$ cat config.mk
export PLATFORM = sky130hd
export DESIGN_NAME = serial_nibble_collector
export DESIGN_NICKNAME = d
export VERILOG_FILES = /design/src/rtl/serial_pkg.sv /design/src/rtl/bit_shifter.sv /design/src/rtl/serial_nibble_collector.sv
export SDC_FILE = /design/constraint.sdc
export NUM_CORES = 1
export LEC_CHECK = 0
export ABC_CLOCK_PERIOD_IN_PS = 2800
export BUFFER_PORTS_ARGS = -buffer_cell sky130_fd_sc_hd__buf_2
export CAP_MARGIN = 20
export CORE_MARGIN = 2
export CORE_UTILIZATION = 41
export CTS_BUF_LIST = sky130_fd_sc_hd__clkbuf_16
export DETAILED_ROUTE_END_ITERATION = 16
export GPL_ROUTABILITY_DRIVEN = 1
export PLACE_DENSITY = 0.75
export SLEW_MARGIN = 10
export SYNTH_ARGS = -nofsm -noshare
export SYNTH_HDL_FRONTEND = slang
export SYNTH_SLANG_ARGS = --single-unit
export TNS_END_PERCENT = 100
$ cat constraint.sdc
create_clock -name clk -period 2.8 [get_ports clk]
set_clock_uncertainty 0.05 [all_clocks]
set_input_delay 0.56 -clock clk [delete_from_list [all_inputs] [get_ports clk]]
set_output_delay 0.56 -clock clk [all_outputs]
set_load 0.02 [all_outputs]
$ cat src/rtl/serial_pkg.sv
// Shared definitions for the serial nibble collector: default word width,
// counter sizing helper and the hold-register state encoding.
package serial_pkg;

  localparam int DEFAULT_WIDTH = 4;

  typedef enum logic {
    EMPTY = 1'b0,
    FULL  = 1'b1
  } hold_state_t;

  function automatic int cnt_width(input int width);
    return $clog2(width);
  endfunction

endpackage

$ cat src/rtl/bit_shifter.sv
// Serial-to-parallel shift register with its bit position counter.
// 'word' shows the register including the bit accepted this cycle, so the
// parent can capture a finished word on the same edge that 'done' is high.
module bit_shifter
  import serial_pkg::*;
#(
  parameter int WIDTH     = DEFAULT_WIDTH,
  parameter bit MSB_FIRST = 1'b0,
  localparam int CNT_W    = cnt_width(WIDTH)
) (
  input  logic             clk,
  input  logic             reset,
  input  logic             accept,
  input  logic             bit_in,
  input  logic             frame_sync,
  output logic [WIDTH-1:0] word,
  output logic             done,
  output logic [CNT_W-1:0] bit_cnt
);

  localparam logic [CNT_W-1:0] LAST = CNT_W'(WIDTH - 1);
  localparam int FIRST_POS = MSB_FIRST ? WIDTH - 1 : 0;

  logic [WIDTH-1:0] shreg;
  logic [WIDTH-1:0] shreg_next;
  logic [CNT_W-1:0] cnt;
  logic [CNT_W-1:0] pos;

  always_comb begin
    pos = MSB_FIRST ? (LAST - cnt) : cnt;
    shreg_next = shreg;
    if (accept) begin
      shreg_next[pos] = bit_in;
    end
  end

  // A resync in the same cycle as the last bit wins: no word is produced.
  assign done    = accept && !frame_sync && (cnt == LAST);
  assign word    = shreg_next;
  assign bit_cnt = cnt;

  always_ff @(posedge clk) begin
    if (reset) begin
      shreg <= '0;
      cnt   <= '0;
    end else if (frame_sync) begin
      shreg <= '0;
      cnt   <= '0;
      if (accept) begin
        shreg[FIRST_POS] <= bit_in;
        cnt              <= CNT_W'(1);
      end
    end else if (done) begin
      shreg <= '0;
      cnt   <= '0;
    end else if (accept) begin
      shreg <= shreg_next;
      cnt   <= cnt + CNT_W'(1);
    end
  end

endmodule

$ cat src/rtl/serial_nibble_collector.sv
// Collects serial bits into WIDTH-bit words and offers each finished word to
// the downstream reduction stage through a one-deep registered hold stage.
module serial_nibble_collector
  import serial_pkg::*;
#(
  parameter int WIDTH     = DEFAULT_WIDTH,
  parameter bit MSB_FIRST = 1'b0,
  localparam int CNT_W    = cnt_width(WIDTH)
) (
  input  logic             clk,
  input  logic             reset,
  input  logic             bit_in,
  input  logic             bit_valid,
  output logic             bit_ready,
  input  logic             frame_sync,
  output logic [WIDTH-1:0] nib_out,
  output logic             nib_valid,
  input  logic             nib_ready,
  output logic [CNT_W-1:0] bit_cnt,
  output logic [7:0]       nib_total
);

  // Handshake: a bit transfers when bit_valid && bit_ready, a word transfers
  // when nib_valid && nib_ready; valid holds its payload stable until ready.
  localparam logic [CNT_W-1:0] LAST = CNT_W'(WIDTH - 1);

  hold_state_t      state;
  logic             accept;
  logic             handshake;
  logic             done;
  logic [WIDTH-1:0] word;

  assign nib_valid = (state == FULL);
  assign handshake = nib_valid && nib_ready;
  // Only the completing bit can stall: it needs the hold register free.
  assign bit_ready = !((bit_cnt == LAST) && nib_valid && !nib_ready);
  assign accept    = bit_valid && bit_ready;

  bit_shifter #(
    .WIDTH     (WIDTH),
    .MSB_FIRST (MSB_FIRST)
  ) u_shifter (
    .clk        (clk),
    .reset      (reset),
    .accept     (accept),
    .bit_in     (bit_in),
    .frame_sync (frame_sync),
    .word       (word),
    .done       (done),
    .bit_cnt    (bit_cnt)
  );

  always_ff @(posedge clk) begin
    if (reset) begin
      state     <= EMPTY;
      nib_out   <= '0;
      nib_total <= '0;
    end else begin
      if (handshake) begin
        nib_total <= nib_total + 8'd1;
      end
      case (state)
        EMPTY: begin
          if (done) begin
            nib_out <= word;
            state   <= FULL;
          end
        end
        FULL: begin
          if (done) begin
            nib_out <= word;
            state   <= FULL;
          end else if (handshake) begin
            state <= EMPTY;
          end
        end
        default: state <= EMPTY;
      endcase
    end
  end

endmodule

# [After elaboration in Yosys (flattened, before gate mapping)]
# Cells that the tools add are included.
[word_totals] register_bits=19 in_bits=6 output_inout_bits=16 elab_cells=41
[classes] addsub=2 n_lt_le_gt_ge=2 n_eq_ne=1 n_mux=17 bitwise_logic=1 n_reduce_logical=12
[ops] cell="$mux W1" n=9
[ops] cell="$add A8 B1 Y8 const B" n=1
[ops] cell="$mux W4" n=2
[ops] cell="$logic_and A1 B1 Y1" n=7
[ops] cell="$mux W2" n=3
[ops] cell="$bwmux W4" n=1
[ops] cell="$logic_not A1 Y1" n=3
[ops] cell="$lt A2 B3 Y1 const B" n=1
[ops] cell="$reduce_bool A3 Y1" n=1
[ops] cell="$reduce_or A3 Y1" n=1
[ops] cell="$add A2 B1 Y2 const B" n=1
[ops] cell="$demux W1 S2" n=1
[ops] cell="$eq A2 B2 Y1 const B" n=1
[ops] cell="$ge A2 B1 Y1 const B" n=1
[ops] cell="$pmux W1 S2" n=1
[ops] cell="$not A1 Y1" n=1

# [Logic depth before layout (Yosys ltp)]
# Gate-level depths: netlist of the first run.
[depth] ltp_word=9 mapped_depth=6 mapped_depth_nobuf=5

# [Cells and area by module]
# From an unflattened synthesis of the first run, not the netlist that was laid out.
[unflattened] cells_unflattened=98 area_unflattened_um2=882.1
[by_module_without_submodules] mod="serial_nibble_collector" n_inst=1 cells_per_inst=59 area_each_um2=529.3 seq_area_each_um2=260.2
[by_module_without_submodules] mod="bit_shifter" n_inst=1 cells_per_inst=39 area_each_um2=352.8 seq_area_each_um2=120.1

# [Least setup slack after synthesis of the first run]
# Ideal clock, no wire load.
[synth_path] path_type="register to output" from="reg u_shifter.cnt[0], in the netlist u_shifter.bit_cnt[0]" to="out bit_ready" arrival_time_ns=1.149 t_required_ns=2.190 slack_ns=1.041 stages_incl_launch_ff=5 n_path_buf=1 path_cell_list="dfxtp_1 ha_1 and3b_1 buf_6 clkinv_4"
[synth_via] elab_chain_len=4
[synth_rtl] element="from (decl)" line_no="bit_shifter.sv:26" source="logic [CNT_W-1:0] cnt;"
[synth_rtl] element="from (signal assigned)" line_no="bit_shifter.sv:58" source="cnt <= cnt + CNT_W'(1);"
[synth_rtl] element="$eq A2 B2 Y1" line_no="serial_nibble_collector.sv:36" source="assign bit_ready = !((bit_cnt == LAST) && nib_valid && !nib_ready);"
[synth_rtl] element="$logic_and A1 B1 Y1 (2 in a row)" line_no="serial_nibble_collector.sv:36"
[synth_rtl] element="$logic_not A1 Y1" line_no="serial_nibble_collector.sv:36"
[synth_rtl] element="to (decl)" line_no="serial_nibble_collector.sv:14" source="output logic bit_ready,"
# No other way between the ends.

# [Worst setup path after layout of the first run]
# Same ends and word-level chain as after synthesis.

==> key figures, run 1 <==
Run status
  • Outcome: complete, no violations

Die
  • I/O pins: 22
  • Site row count: 17
  • Initial Util: a little over two fifths
  • Core area: between 2000 and 2500 sq um
  • Die width: ~51 um
  • Area of the die: roughly 2600 sq um
  • Chip height: around 51 um

Timing
  • RSZ-0062 raised after global routing: no
  • Final setup viols: 0
  • Setup_tns: 0 ps
  • Slew headroom: a little under 80%
  • Period utilisation layout: 80.5%
  • F_max: about 440 MHz
  • Final min period: approximately 2300 ps
  • Hold Fails Final Rpt: 0
  • Slew @ Worst Pin: approximately 330 ps
  • Max-slew violation count: 0

CTS
  • CTS tree: built
  • CTS max path bufs: 2
  • CTS buffer count: 3
  • Root buf cell: clkbuf_16
  • H-tree depth: 1
  • CTS Sinks: 18
  • Hold buffer count at cts: 0
  • Postcts setup bufs: 0
  • CTS resizes: 0
  • CTS clock-pin slew for the worst setup and hold paths: ~50 ps
  • Clock latency on the worst-skew pair: roughly 250 ps

Hold path
  • HP Class: flip-flop to flip-flop

Final layout
  • Non-filler instance count after layout: around 160
  • Design area: 1110 sq um
  • Ant. Diodes: 0
  • Share of layout cells above drive strength 1: around a fifth
  • Fillers: around 230
  • Storage cell area: roughly 360 sq um
  • Area of the multi-input gates: approximately 500 sq um
  • Final nets: approximately 140
  • Area delta synth->final: 21.3%

Power
  • Overall Power: 0.578 mW
  • Power per Cell Area: 520 nW/um^2
  • Worst vdd ir: ~0.00023 V
  • Leak Pwr: around 0.44 nW

Synthesis
  • Post-Synthesis Net Count: around 120
  • Yosys reg bits: 18
  • Top-count cell post-synth: dfxtp_1
  • Post-synth top area cell: dfxtp_1
  • Number of flops mapped to enable cells by yosys: 0
  • Unique masters post-synth: 32
  • Register area share after synthesis: between 30 and 40%
  • Yosys warns: 0
  • Synth cell count leaders: 18 x dfxtp_1, 11 x a21oi_1, 9 x nand2_1
  • Fraction of registers with async set/reset: 0%
  • Top cells by area, synth: dfxtp_1 39%, ha_1 6.8%, a21oi_1 6.0%
  • Main synth FF type: dfxtp_1
  • Cell Area, Synth: 916 sq um
  • Cells after Synth: ~110
  • Average size of a mapped cell: around 8.5 sq um
  • Synth top area share: 39.3%

GRT
  • Vias in the first global route: between 700 and 800
  • Initial antenna violation count: 0
  • Total GRT Usage: ~18%
  • First-pass GRT wire length: 3450 um
  • Largest net degree at the start of global routing: 20
  • Aggregate global routing overflow: 0

Setup path
  • CP Data Required Time: 2190 ps
  • CP Class: flip-flop to primary output
  • Crit. End Element: primary output
  • Worst-path maximum fanout: 7
  • Startpoint type of the worst setup path: flip-flop
  • Worst EP arrival: between 1500 and 2000 ps

Detailed routing
  • DR iter-0 viols: 9
  • Via density: 5.57
  • Antenna-violating nets left: 0
  • Residual DRC: 0
  • TritonRoute pass-1 iters: 4
  • WL per Instance: between 10 and 15 um
  • Routed wire length: slightly below 2000 um
  • Vias: 874

Place
  • Input/output buffers: 21
  • Placed cell count: roughly 150
  • Placer Congestion: just over 0.8
  • Area after DPL: slightly above 1000 sq um
  • Hpwl dp: about 1500 um

Flow run
  • Max Cap Viol: 0
[registers in the layout, indices dropped and copies added (netlist names)]
register,cells
nib_total,8
nib_valid,1
u_shifter.shreg,3
u_shifter.bit_cnt,2
nib_out,4
[cell families after synthesis]
| logic type | after synthesis | synth area share, % |
|---|---|---|
| and+or+nand+nor | 41 | 24.2 |
| AOI/OAI and AO/OA | 31 | 20.9 |
| DFF | 18 | 39.3 |
| buffers and inverters | 10 | 5.60 |
| adders and majority gates | 5 | 6.83 |
| xor gates and xnor gates | 2 | 1.91 |
| muxes | 1 | 1.23 |
[metrics by stage]
step | hold slack [ps] | util [%] | worst slack, ps
5_1_grt | 461 | 51.2 | 429
3_5_place_dp | 424 | 47.6 | 779
3_3_place_gp | 407 | 47.6 | 779
2_1_floorplan | 417 | - | 1040
4_1_cts | 434 | 51.2 | 542
6_report | 428 | 51.2 | 547
[report_power, final]
group          internal [mW]  leakage (nW)  switching (mW)
clock network          0.190        0.0385          0.0916
registers              0.260         0.145         0.00262
logic                 0.0120         0.256          0.0222
total                  0.461         0.441           0.116
[area by class of cell]
cell class / instances / share of cell area (%)
timing repair buffer: 21 / 9.46
sequential: 18 / 32.4
clock buffer: 3 / 6.76
multi-input combinational: 80 / 45.4
tap: 28 / 3.15
clock inverter: 1 / 0.338
inverter: 6 / 2.48
[placed cells by master (no fill, tap or decap)]
master and count:
buf_2 21, dfxtp_1 18, a21oi_1 11, nand2_1 9, nor2_1 7, nand4_1 6
inv_1 5, ha_1 5, nand3_1 4, o21ai_0 4, o21ai_1 3, nor3_1 3
a31oi_1 3, a311oi_1 3, o31ai_1 3, clkbuf_16 3, nor2b_1 2, or3_1 2
or4_1 2, xor2_1 2, o211ai_1 2, and3b_1 1, clkinv_4 1, nand2b_1 1
and2_1 1, nand3_2 1, mux2_2 1, nor4b_1 1, or3b_1 1, a2111o_1 1
a21boi_1 1, clkinv_1 1
[per-layer routing]
| layer | global-route usage [%] | part of all wire, % |
|---|---|---|
| met1 | 20.7 | 44 |
| met2 | 29.2 | 50 |
| met3 | 6.14 | 4.7 |
| met4 | 6.58 | 1.3 |
| met5 | 0 | 0 |
[worst paths after layout]
kind,from,endpoint,slack (ps),cells past startpoint
worst max-delay path,u_shifter.bit_cnt[0]$_SDFFE_PP0P_,bit_ready,550,4
worst min-delay path,nib_total[7]$_SDFFE_PP0P_,nib_total[7]$_SDFFE_PP0P_,430,2
worst max register to register,u_shifter.bit_cnt[0]$_SDFFE_PP0P_,u_shifter.shreg[0]$_SDFFE_PP0P_,1060,4
worst min register to register,nib_total[7]$_SDFFE_PP0P_,nib_total[7]$_SDFFE_PP0P_,430,2
[worst max-delay path: stages, from the launching register on]
cell and delay [ps]:
dfxtp_1 420, ha_1 290, and3b_1 380, clkinv_4 130, buf_2 180
(Power assumes the default switching activity.)
==> run 2, diff against run 1 <==
ABC_AREA = 1   (was not set)
ABC_CLOCK_PERIOD_IN_PS = 2300   (was 2800)
clock period = 2.3 ns   (was 2.8 ns; I/O delays follow)
==> run 2 against run 1 <==
Via count down 0.11%. Utilization up 0.98 points. Clock-buffer cell count unchanged. Global-route usage down 1.3 points. Register-to-register slack worse by 320 ps. Routed wire length down 4.5%. Worst hold slack worse by 46 ps. Sequential share of layout area down 0.61 points. Critical path type unchanged. Critical endpoint unchanged.
==> key figures, run 2 <==
Final layout
  • Largest register FFs: 8 (unchanged)
  • Fin util: 52.2% (+0.98 points)
  • Share of layout cells above drive strength 1: 19.6% (-1.3 points)
  • Area delta synth->final: 22.8%
  • Most common cell after layout, fill and taps aside: nand2_1
  • Regs by FF count: nib_total (8), nib_out (4), u_shifter.shreg (3)
  • Commonest non-fill, non-tap cells in the layout: 36 x nand2_1, 23 x inv_1, 21 x buf_2
  • Non-filler instance count after layout: 186 (+18%)
  • Ant. Diodes: 0 (unchanged)
  • Top reg by flops: nib_total
  • Final nets: 171 (+21%)

Synthesis
  • Synth top area share: 39.1% (-0.27 points)
  • Register area share after synthesis: 39.1% (-0.27 points)
  • Main synth FF type: dfxtp_1
  • Synth cell count leaders: 36 x nand2_1, 23 x inv_1, 18 x dfxtp_1, 18 x nor2_1, 9 x o21ai_0
  • Yosys reg bits: 18 (unchanged)
  • Post-Synthesis Net Count: 146 (+23%)
  • Top-count cell post-synth: nand2_1
  • Fraction of registers with async set/reset: 0% (unchanged)
  • Unique masters post-synth: 18 (-44%)
  • Post-synth top area cell: dfxtp_1
  • Top cells by area, synth: dfxtp_1 39%, nand2_1 15%, inv_1 9.4%
  • Number of flops mapped to enable cells by yosys: 0 (unchanged)
  • Yosys warns: 0 (unchanged)
  • Average size of a mapped cell: 6.83 sq um (-19%)
  • Cells after Synth: 135 (+25%)
  • Cell Area, Synth: 922 sq um (+0.68%)

GRT
  • Total GRT Usage: 16.2% (-1.3 points)
  • Initial antenna violation count: 0 (unchanged)
  • First-pass GRT wire length: 3190 um (-7.4%)
  • Aggregate global routing overflow: 0 (unchanged)
  • Vias in the first global route: 748 (-2.2%)
  • Largest net degree at the start of global routing: 14 (-30%)

CTS
  • CTS buffer count: 3 (unchanged)
  • CTS clock-pin slew for the worst setup and hold paths: 50 ps (about the same)
  • Postcts setup bufs: 0 (unchanged)
  • Hold buffer count at cts: 0 (unchanged)
  • CTS max path bufs: 2 (unchanged)
  • Root buf cell: clkbuf_16
  • Clock latency on the worst-skew pair: 240 ps (about the same)
  • H-tree depth: 1 (unchanged)
  • CTS resizes: 0 (unchanged)
  • CTS Sinks: 18 (unchanged)
  • CTS tree: built

Die
  • Initial Util: 42.5% (+0.29 points)
  • Chip height: 51.4 um (+0.31%)
  • Area of the die: 2640 sq um (+0.63%)
  • Die width: 51.4 um (+0.31%)
  • Site row count: 17 (unchanged)
  • I/O pins: 22 (unchanged)
  • Core area: 2170 sq um (unchanged)

Timing
  • F_max: between 500 and 600 MHz
  • Hold Slack: 382 ps (-45.8 ps)
  • Slew @ Worst Pin: 396 ps (+67.8 ps)
  • Final setup viols: 0 (unchanged)
  • Max-slew violation count: 0 (unchanged)
  • Slew headroom: 73.5% (-4.4 points)
  • Hold Fails Final Rpt: 0 (unchanged)
  • Final min period: roughly 1800 ps
  • Setup_tns: 0 ps (unchanged)
  • RSZ-0062 raised after global routing: no
  • Period utilisation layout: 79.4%

Power
  • Worst vdd ir: 0.000499 V (+120%)
  • Overall Power: 0.704 mW (+22%)
  • Leak Pwr: 0.577 nW (+31%)
  • Power per Cell Area: 621 nW/um^2 (+20%)

Place
  • Placer Congestion: 0.800 (-2.7%)
  • Hpwl dp: 1440 um (-3.2%)
  • Placed cell count: 183 (+20%)
  • Input/output buffers: 21 (unchanged)

Detailed routing
  • Via density: 4.69 (-16%)
  • Residual DRC: 0 (unchanged)
  • WL per Instance: 10.1 um (-19%)
  • Antenna-violating nets left: 0 (unchanged)
  • Routed wire length: 1890 um (-4.5%)
  • Vias: 873 (-0.11%)
  • DR iter-0 viols: 13 (+4)
  • TritonRoute pass-1 iters: 5 (+1)

Hold path
  • HP Class: primary input to flip-flop

Setup path
  • Crit. End Element: primary output
  • Worst EP arrival: 1320 ps (-320 ps)
  • Startpoint type of the worst setup path: flip-flop
  • CP Class: flip-flop to primary output
  • CP Data Required Time: 1790 ps (-400 ps)
  • Worst-path maximum fanout: 5 (-2)

Flow run
  • Max Cap Viol: 0 (unchanged)

Run status
  • Outcome: complete, no violations
==> run 2: changes by cell type after synthesis, sizes merged, moves of 4 or more <==
cell	previous run	this run
nor2	7	19
nand4	6	2
inv	5	24
nand2	9	38
==> run 2: final timing paths <==
kind / to / slack, ps / cells past startpoint / from
max: bit_ready / 470 / 3 / u_shifter.bit_cnt[0]$_SDFFE_PP0P_
min: nib_valid$_SDFF_PP0_ / 380 / 2 / reset
max reg2reg: nib_out[2]$_SDFFE_PP0P_ / 740 / 8 / u_shifter.bit_cnt[0]$_SDFFE_PP0P_
min reg2reg: u_shifter.shreg[2]$_SDFFE_PP0N_ / 450 / 2 / u_shifter.shreg[2]$_SDFFE_PP0N_
==> run 2: cells by family (layout without fill, tap and decap cells) <==
kind of cell	Yosys count	count (layout)	share of synthesized area [%]
flip-flops	18	18	39.1
AND/OR/NAND/NOR	69	69	33.8
AO/OA/AOI/OAI	18	18	10.0
buffers and inverters	25	48	10.3
adder cells (fa/ha/maj)	5	5	6.78
==> run 2: final cells by class <==
type                       count  area (sq um)
inverter                      24          90.1
clock buffer                   3          75.1
sequential                    18           360
multi-input combinational     92           467
fill                         212          1040
tap                           28          35.0
timing repair buffer          21           105
==> run 2: where the power goes <==
group / leakage [nW] / internal, mW / switching, mW / total, mW
Sequential: 0.145 / 0.316 / 0.00347 / 0.319
Clock: 0.0370 / 0.228 / 0.108 / 0.337
Combinational: 0.394 / 0.0167 / 0.0309 / 0.0476
==> run 2: layer usage <==
| metal | routed length, um | up-vias | global-route usage (%) |
|---|---|---|---|
| met5 | 0 | - | 0 |
| met4 | 44 | 0 | 9.21 |
| met3 | 50 | 4 | 2.63 |
| met2 | 893 | 16 | 25.6 |
| met1 | 896 | 389 | 20.8 |
| li1 | - | 464 | - |
==> run 2: worst max-delay path: stages (launching register included) <==
cell and delay, ps:
dfxtp_1 410, ha_1 300, nand3_2 170, buf_2 200
==> run 2: per-stage QoR <==
stage	worst slack, ps	cell area (sq um)
finish	475	1130
CTS	487	1130
global placement	815	1060
detailed placement	755	1060
global route	418	1130
floorplan	694	922
